==> config.mk <==
export PLATFORM = sky130hd
export DESIGN_NAME = fsm_stim_sequencer
export DESIGN_NICKNAME = d
export VERILOG_FILES = /design/src/rtl/fsm_stim_sequencer.sv
export SDC_FILE = /design/constraint.sdc
export NUM_CORES = 1
export LEC_CHECK = 0
export CAP_MARGIN = 20
export CORE_MARGIN = 5
export CORE_UTILIZATION = 40
export DETAILED_ROUTE_END_ITERATION = 12
export HOLD_SLACK_MARGIN = 0.05
export PLACE_DENSITY = 0.69
export RECOVER_POWER = 100
export SYNTH_ARGS = -nofsm -noshare
export SYNTH_HDL_FRONTEND = slang
export SYNTH_SLANG_ARGS = --single-unit
==> constraint.sdc <==
create_clock -name clk -period 2.35 [get_ports clk]
set_clock_uncertainty 0.1 [all_clocks]
set_input_delay 0.47 -clock clk [delete_from_list [all_inputs] [get_ports clk]]
set_output_delay 0.47 -clock clk [all_outputs]
set_load 0.03 [all_outputs]
==> src/rtl/fsm_stim_sequencer.sv <==
// rtl/fsm_stim_sequencer.sv - drives a serial sequence-detector FSM from a latched parallel pattern
// Steps one bit per TICK_DIV-cycle window, records det_z per step and counts hits.
module fsm_stim_sequencer #(
  parameter int unsigned TICK_DIV = 25_000_000,
  parameter int unsigned MAXLEN   = 16
) (
  input  logic        clk,
  input  logic        rst_n,
  input  logic        start,
  input  logic        abort,
  input  logic [4:0]  len,
  input  logic [15:0] pattern,
  input  logic        det_z,
  output logic        det_x,
  output logic        det_en,
  output logic        det_rst,
  output logic        busy,
  output logic        done,
  output logic [4:0]  hit_count,
  output logic [15:0] z_trace
);

  localparam int unsigned    CW       = (TICK_DIV > 1) ? $clog2(TICK_DIV) : 1;
  localparam logic [CW-1:0]  CNT_MAX  = CW'(TICK_DIV - 1);
  localparam logic [4:0]     MAXLEN_W = 5'(MAXLEN);

  typedef enum logic [1:0] {
    S_IDLE,
    S_CLEAR,
    S_RUN,
    S_DONE
  } state_t;

  state_t      state_q, state_d;
  logic [CW-1:0] cnt_q, cnt_d;
  logic [3:0]  k_q, k_d;
  logic [4:0]  len_q, len_d;
  logic [15:0] pat_q, pat_d;
  logic [4:0]  hit_q, hit_d;
  logic [15:0] trace_q, trace_d;

  logic       step;
  logic       last_bit;
  logic [3:0] bit_idx;

  // pattern[len-1] goes out first, so the bit index runs downward as k rises
  assign bit_idx  = 4'(len_q - 5'd1 - {1'b0, k_q});
  assign step     = (state_q == S_RUN) && (cnt_q == CNT_MAX);
  assign last_bit = (({1'b0, k_q} + 5'd1) == len_q);

  always_ff @(posedge clk or negedge rst_n) begin
    if (!rst_n) begin
      state_q <= S_IDLE;
      cnt_q   <= '0;
      k_q     <= '0;
      len_q   <= '0;
      pat_q   <= '0;
      hit_q   <= '0;
      trace_q <= '0;
    end else begin
      state_q <= state_d;
      cnt_q   <= cnt_d;
      k_q     <= k_d;
      len_q   <= len_d;
      pat_q   <= pat_d;
      hit_q   <= hit_d;
      trace_q <= trace_d;
    end
  end

  always_comb begin
    state_d = state_q;
    cnt_d   = cnt_q;
    k_d     = k_q;
    len_d   = len_q;
    pat_d   = pat_q;
    hit_d   = hit_q;
    trace_d = trace_q;
    det_x   = 1'b0;
    det_en  = 1'b0;
    det_rst = 1'b0;
    busy    = 1'b0;
    done    = 1'b0;

    case (state_q)
      S_IDLE: begin
        if (start) begin
          state_d = S_CLEAR;
          len_d   = (len > MAXLEN_W) ? MAXLEN_W : len;
          pat_d   = pattern;
          hit_d   = '0;
          trace_d = '0;
          k_d     = '0;
          cnt_d   = '0;
        end
      end
      S_CLEAR: begin
        det_rst = 1'b1;
        busy    = 1'b1;
        if (abort)              state_d = S_IDLE;
        else if (len_q == 5'd0) state_d = S_DONE;
        else                    state_d = S_RUN;
      end
      S_RUN: begin
        busy   = 1'b1;
        det_x  = pat_q[bit_idx];
        det_en = step;
        // abort wins over a coincident step: nothing is recorded
        if (abort) begin
          state_d = S_IDLE;
        end else if (step) begin
          trace_d[k_q] = det_z;
          hit_d        = hit_q + {4'b0, det_z};
          cnt_d        = '0;
          if (last_bit) state_d = S_DONE;
          else          k_d     = k_q + 4'd1;
        end else begin
          cnt_d = cnt_q + CW'(1);
        end
      end
      S_DONE: begin
        done    = 1'b1;
        state_d = S_IDLE;
      end
      default: state_d = S_IDLE;
    endcase
  end

  assign hit_count = hit_q;
  assign z_trace   = trace_q;

endmodule

# == After elaboration in Yosys (flattened, before gate mapping) ==
# Index checks and enable logic that the tools add are counted.
# word_totals
register_bits,73
latchBits,0
mem_bits_rw,0
romBits,0
inputBits,26
output_inout_bits,26
word_cells,74
n_memories,0
# op_classes
addsub,6
mul,0
div,0
n_lt_le_gt_ge,4
eq_ne,11
shift,0
mux,35
bitwise,0
n_reduce_logical,11
# ops
op,count
$mux W25,3
$pmux W25 S2,1
$mux W16,3
$pmux W16 S2,1
$add A25 B1 Y25 const B,1
$eq A25 B25 Y1 const B,1
$mux W5,4
$bwmux W16,1
$mux W4,4
$lt A4 B5 Y1 const B,2
$mux W2,5
$pmux W5 S2,1
$mux W1,8
$ne A2 B2 Y1 const B,4
$pmux W2 S4,1
$pmux W4 S2,1
$ne A3 B3 Y1 const B,2
$reduce_and A3 Y1,2
$add A4 B1 Y5 const B,1
$add A5 B1 Y5,1
$eq A5 B5 Y1,1
$gt A5 B5 Y1 const B,1
$logic_not A5 Y1,1
$reduce_and A5 Y1,1
other kinds (14),16

# == Depth between registers and ports, before layout ==
# depth
word_depth,8
mapped_depth,9
ltp_nobuf,7

# == Least setup slack after synthesis ==
# Ideal clock, no wire load.
# synth_path
path_type,register to output
from,reg k_q[0]
to,out det_x
arrival_ps,2422
required_ps,1780
setup_slack_ps,-642
stages_incl_launch_ff,8
n_path_buf,0
path_cell_list,dfrtp_1 -> inv_1 -> ha_1 -> fa_1 -> mux4_2 -> nor2b_1 -> a211oi_1 -> a211oi_1
# synth_between
elab_chain_len,4
# synth_lines
item,line,rtl
"start, declared",36,"logic [3:0] k_q, k_d;"
"start signal, assigned",63,k_q <= k_d;
$sub A4 B4 Y4,47,"assign bit_idx = 4'(len_q - 5'd1 - {1'b0, k_q});"
$bmux W1 S4,106,det_x = pat_q[bit_idx];
$mux W1 (implied by the code),106,
$mux W1,85,case (state_q)
"end, declared",14,"output logic det_x,"
# Every way passes these cells. The select of a mux whose other input is x is not followed.

# == Worst setup path in the final report ==
# layout_path
from,reg len_q[0]
to,out det_x
# layout_between
elab_chain_len,5
# layout_lines
item,line,rtl
"start, declared",37,"logic [4:0] len_q, len_d;"
"start signal, assigned",64,len_q <= len_d;
$sub A4 B1 Y4,47,
$sub A4 B4 Y4,47,
$bmux W1 S4,106,
$mux W1 (implied by the code),106,
$mux W1,85,
# Every way passes these cells. The select of a mux whose other input is x is not followed.

==> impl_metrics.ini <==
[place]
gp_congestion = 0.839
preCtsSetupSlack_ns = -0.763
hpwl_microns = 7790
portBuffers = 51

[critical_path]
r2r_start = cnt_q[17]$_DFFE_PN0P_
critPathArrivalTime_ns = 2.41
reg2reg_to = z_trace[13]$_DFFE_PN0P_
r2r_slack_ns = -0.36
critPathRequiredTime_ns = 1.78
path_delay_family = adder cells
startpoint_type = register
endpoint_kind = output pin
ff2ff_path_depth = 7
path_class = register to output pin
slowest_stage = fa_2
cpMostUsedCell = a211oi_4
cp_max_fo = 4
slowest_delay_ns = 0.60
path_buf_inv = 1
crit_chain = ha_4 -> fa_2 -> mux4_2 -> nor2b_4 -> a211oi_4 -> a211oi_4 -> buf_6

[clock_network]
clk_path_buf_depth = 2
cts-root-buf = clkbuf_8
cts_buffers = 9
path_clk_slew_ns = 0.07
clkLatencyLatePin_ns = 0.36
cts_tree = done
h-tree-depth = 3
clkSinkCount = 73

[min_path]
hold_path_end = pat_q[6]$_DFFE_PN0P_
holdCritStartpoint = pat_q[6]$_DFFE_PN0P_
hold_class = register to register
hold_depth = 1

[yosys]
synthFlopType = dfrtp_1
synthesis.nets = 454
avgSynthCellArea_sq_um = 9.84
yosysSeqAreaShare_pct = 45.0
synth_area_sq_um = 4060
synth_edf_count = 0
yosys_warnings = 0
async_flop_share_pct = 100
postSynthCellCount = 413
ys_ff_latch = 73
yosys.cell_types.count = 50

[floorplan]
floorplan.initialDensity_pct = 41.4
dieArea_sq_um = 12300
die_x_microns = 111
fp.dieH_microns = 111
rows = 36
ios = 52
core-area_sq_um = 9820

[global_routing]
antenna_found_initial = 0
grt_max_degree = 51
use_met1_pct = 24.3
busiest_layer = met2
grt_use_total_pct = 19.5
grt_pass1_wl_microns = 19600
grt_pass1_vias = 3970
use_met3_pct = 4.59
grtUsageMet2_pct = 32.9
grt_overflow_total = 0

[sta]
layout_worst_path_cycle_share_pct = 127
fin_tns_setup_ns = -14.92
setup_viol = 52
period_needed_ns = 2.98
rsz0062_at_grt = yes
timing.fmax_ghz = 0.335
hold_violations = 0
slew_headroom_pct = 3.03
final_max_slew_viol_count = 0
worst_pin_slew_ns = 1.45
fin_ws_ns = -0.633

[drt]
drt_iter0_drc = 229
vias_per_cell = 5.68
wl_per_cell_microns = 18.0
drc = 0
dr.pass1.iters = 5
ant_nets = 0
via_count = 3809
drt_wl_total_microns = 12100

[layout]
drive_gt1_share_pct = 35.9
nFillCells = 792
fin_util_pct = 63.1
area_delta_synth_final_pct = 52.6
fin_nets = 574
diodes = 0

[status]
status = finished, violations left
violations = setup timing

[power]
p_per_area_nw_per_um2 = 894
max-vdd-ir-drop_mv = 0.542
p_leak_nw = 2.51

[flow_run]
max-cap-violations = 0
## cell families (layout without fill, tap and decap cells)
kind of cell | Yosys count | after routing | synth area share (%)
compound gates | 98 | 98 | 15.1
simple gates | 148 | 148 | 18.9
mux | 24 | 24 | 7.70
xor+xnor | 23 | 23 | 5.33
flops | 73 | 73 | 45.0
fa+ha+maj | 15 | 15 | 4.80
buf+inv | 32 | 157 | 3.20
## layer usage
| metal | share of wire (%) | up-vias |
|---|---|---|
| met1 | 42 | 1881 |
| li1 | - | 1763 |
| met3 | 5.2 | 29 |
| met4 | 2.0 | 0 |
| met5 | 0 | - |
| met2 | 51 | 136 |
## stage by stage
stage / cells / instance area (sq um) / power (W) / hold slack, ns
floorplan: 413 / 4140 / 0.00291 / 0.0744
global route: 671 / 6200 / 0.00583 / 0.431
global placement: 639 / 5200 / 0.00364 / 0.385
detailed placement: 639 / 5200 / 0.00373 / 0.398
finish: 671 / 6200 / 0.00554 / 0.415
CTS: 667 / 5910 / 0.00539 / 0.416
## area by class of cell
type	instances	area [sq um]	share of cell area, %
Clock buffer	11	141	2.28
Clock inverter	5	78.8	1.27
Inverter	10	37.5	0.606
Multi-Input combinational cell	308	2640	42.6
Sequential cell	73	1830	29.5
Tap cell	133	166	2.68
Timing Repair Buffer	131	1310	21.1
## cells in the mapped netlist, drive strengths merged, types with 2 or more instances
cell / count / share of area [%]
and2: 3 / 0.46
nand2: 27 / 2.5
nor3: 17 / 2.1
a211oi: 2 / 0.37
mux2: 18 / 5.0
nand4: 15 / 2.3
mux4: 4 / 2.2
o21ai: 32 / 3.9
and3: 5 / 0.77
xnor2: 18 / 3.9
o211ai: 3 / 0.55
or2: 3 / 0.46
nor2b: 5 / 0.77
o311ai: 2 / 0.43
a22o: 5 / 1.1
buf: 5 / 0.71
dfrtp: 73 / 45
a21oi: 20 / 2.5
nor2: 34 / 3.3
clkbuf: 17 / 1.6
nand3: 13 / 1.6
o31ai: 17 / 3.1
nand2b: 6 / 0.92
ha: 14 / 4.3
o21a: 2 / 0.37
and4: 3 / 0.65
or4: 6 / 1.1
xor2: 4 / 0.86
mux2i: 2 / 0.49
inv: 10 / 0.92
a31oi: 7 / 1.1
nor4: 8 / 1.2
## state kept, by name, summed over array words and instances, names as in the netlist
register / count
state_q: 2
z_trace: 16
cnt_q: 25
pat_q: 16
len_q: 5
hit_count: 5
k_q: 4
## placed cells by master (no fill, tap or decap), types with 4 or more instances in the layout
| cell type | netlist | routed |
|---|---|---|
| a21oi_1 | 20 | 17 |
| a22o_1 | 5 | 5 |
| a31oi_1 | 7 | 6 |
| and3_1 | 5 | 5 |
| buf_12 | 0 | 8 |
| buf_16 | 0 | 4 |
| buf_4 | 0 | 57 |
| buf_6 | 1 | 8 |
| clkbuf_8 | 0 | 10 |
| clkdlybuf4s50_1 | 0 | 25 |
| dfrtp_1 | 73 | 73 |
| dlygate4sd3_1 | 0 | 22 |
| ha_1 | 14 | 13 |
| inv_1 | 10 | 9 |
| mux2_2 | 18 | 18 |
| mux4_2 | 4 | 4 |
| nand2_1 | 27 | 27 |
| nand2b_1 | 6 | 6 |
| nand3_1 | 13 | 12 |
| nand4_1 | 15 | 15 |
| nor2_1 | 33 | 14 |
| nor2_2 | 0 | 8 |
| nor2_4 | 1 | 12 |
| nor2b_1 | 5 | 4 |
| nor3_1 | 17 | 16 |
| nor4_1 | 8 | 7 |
| o21ai_0 | 29 | 6 |
| o21ai_1 | 3 | 16 |
| o21ai_2 | 0 | 9 |
| o31ai_4 | 0 | 14 |
| or4_4 | 0 | 4 |
| xnor2_1 | 18 | 18 |
## power breakdown
part           switching (W)  internal (W)  total [W]
Clock               0.000479      0.000625    0.00110
Combinational        0.00147       0.00138    0.00285
Sequential          0.000128       0.00145    0.00158
Total                0.00207       0.00346    0.00554
## how the worst max path moves through the flow
stage                               from  depth (start not counted)  slack [ns]     to
CTS                 len_q[0]$_DFFE_PN0P_                          7       -0.66  det_x
finish              len_q[0]$_DFFE_PN0P_                          7       -0.63  det_x
floorplan             k_q[0]$_DFFE_PN0P_                          7       -0.19  det_x
global placement    len_q[0]$_DFFE_PN0P_                          7       -0.71  det_x
detailed placement  len_q[0]$_DFFE_PN0P_                          7       -0.76  det_x
global route        len_q[0]$_DFFE_PN0P_                          7       -0.72  det_x
## repair_timing
item | in CTS | in global routing
gates resized for setup | 90 | 45
hold endpoints to repair | 23 | 0
hold buffers | 1 | 0
buffers inserted | 7 | 6
pin swaps | 27 | 24
gates cloned | 4 | 0
setup endpoints to repair | 55 | 53
Power figures use the tool's default switching activity.
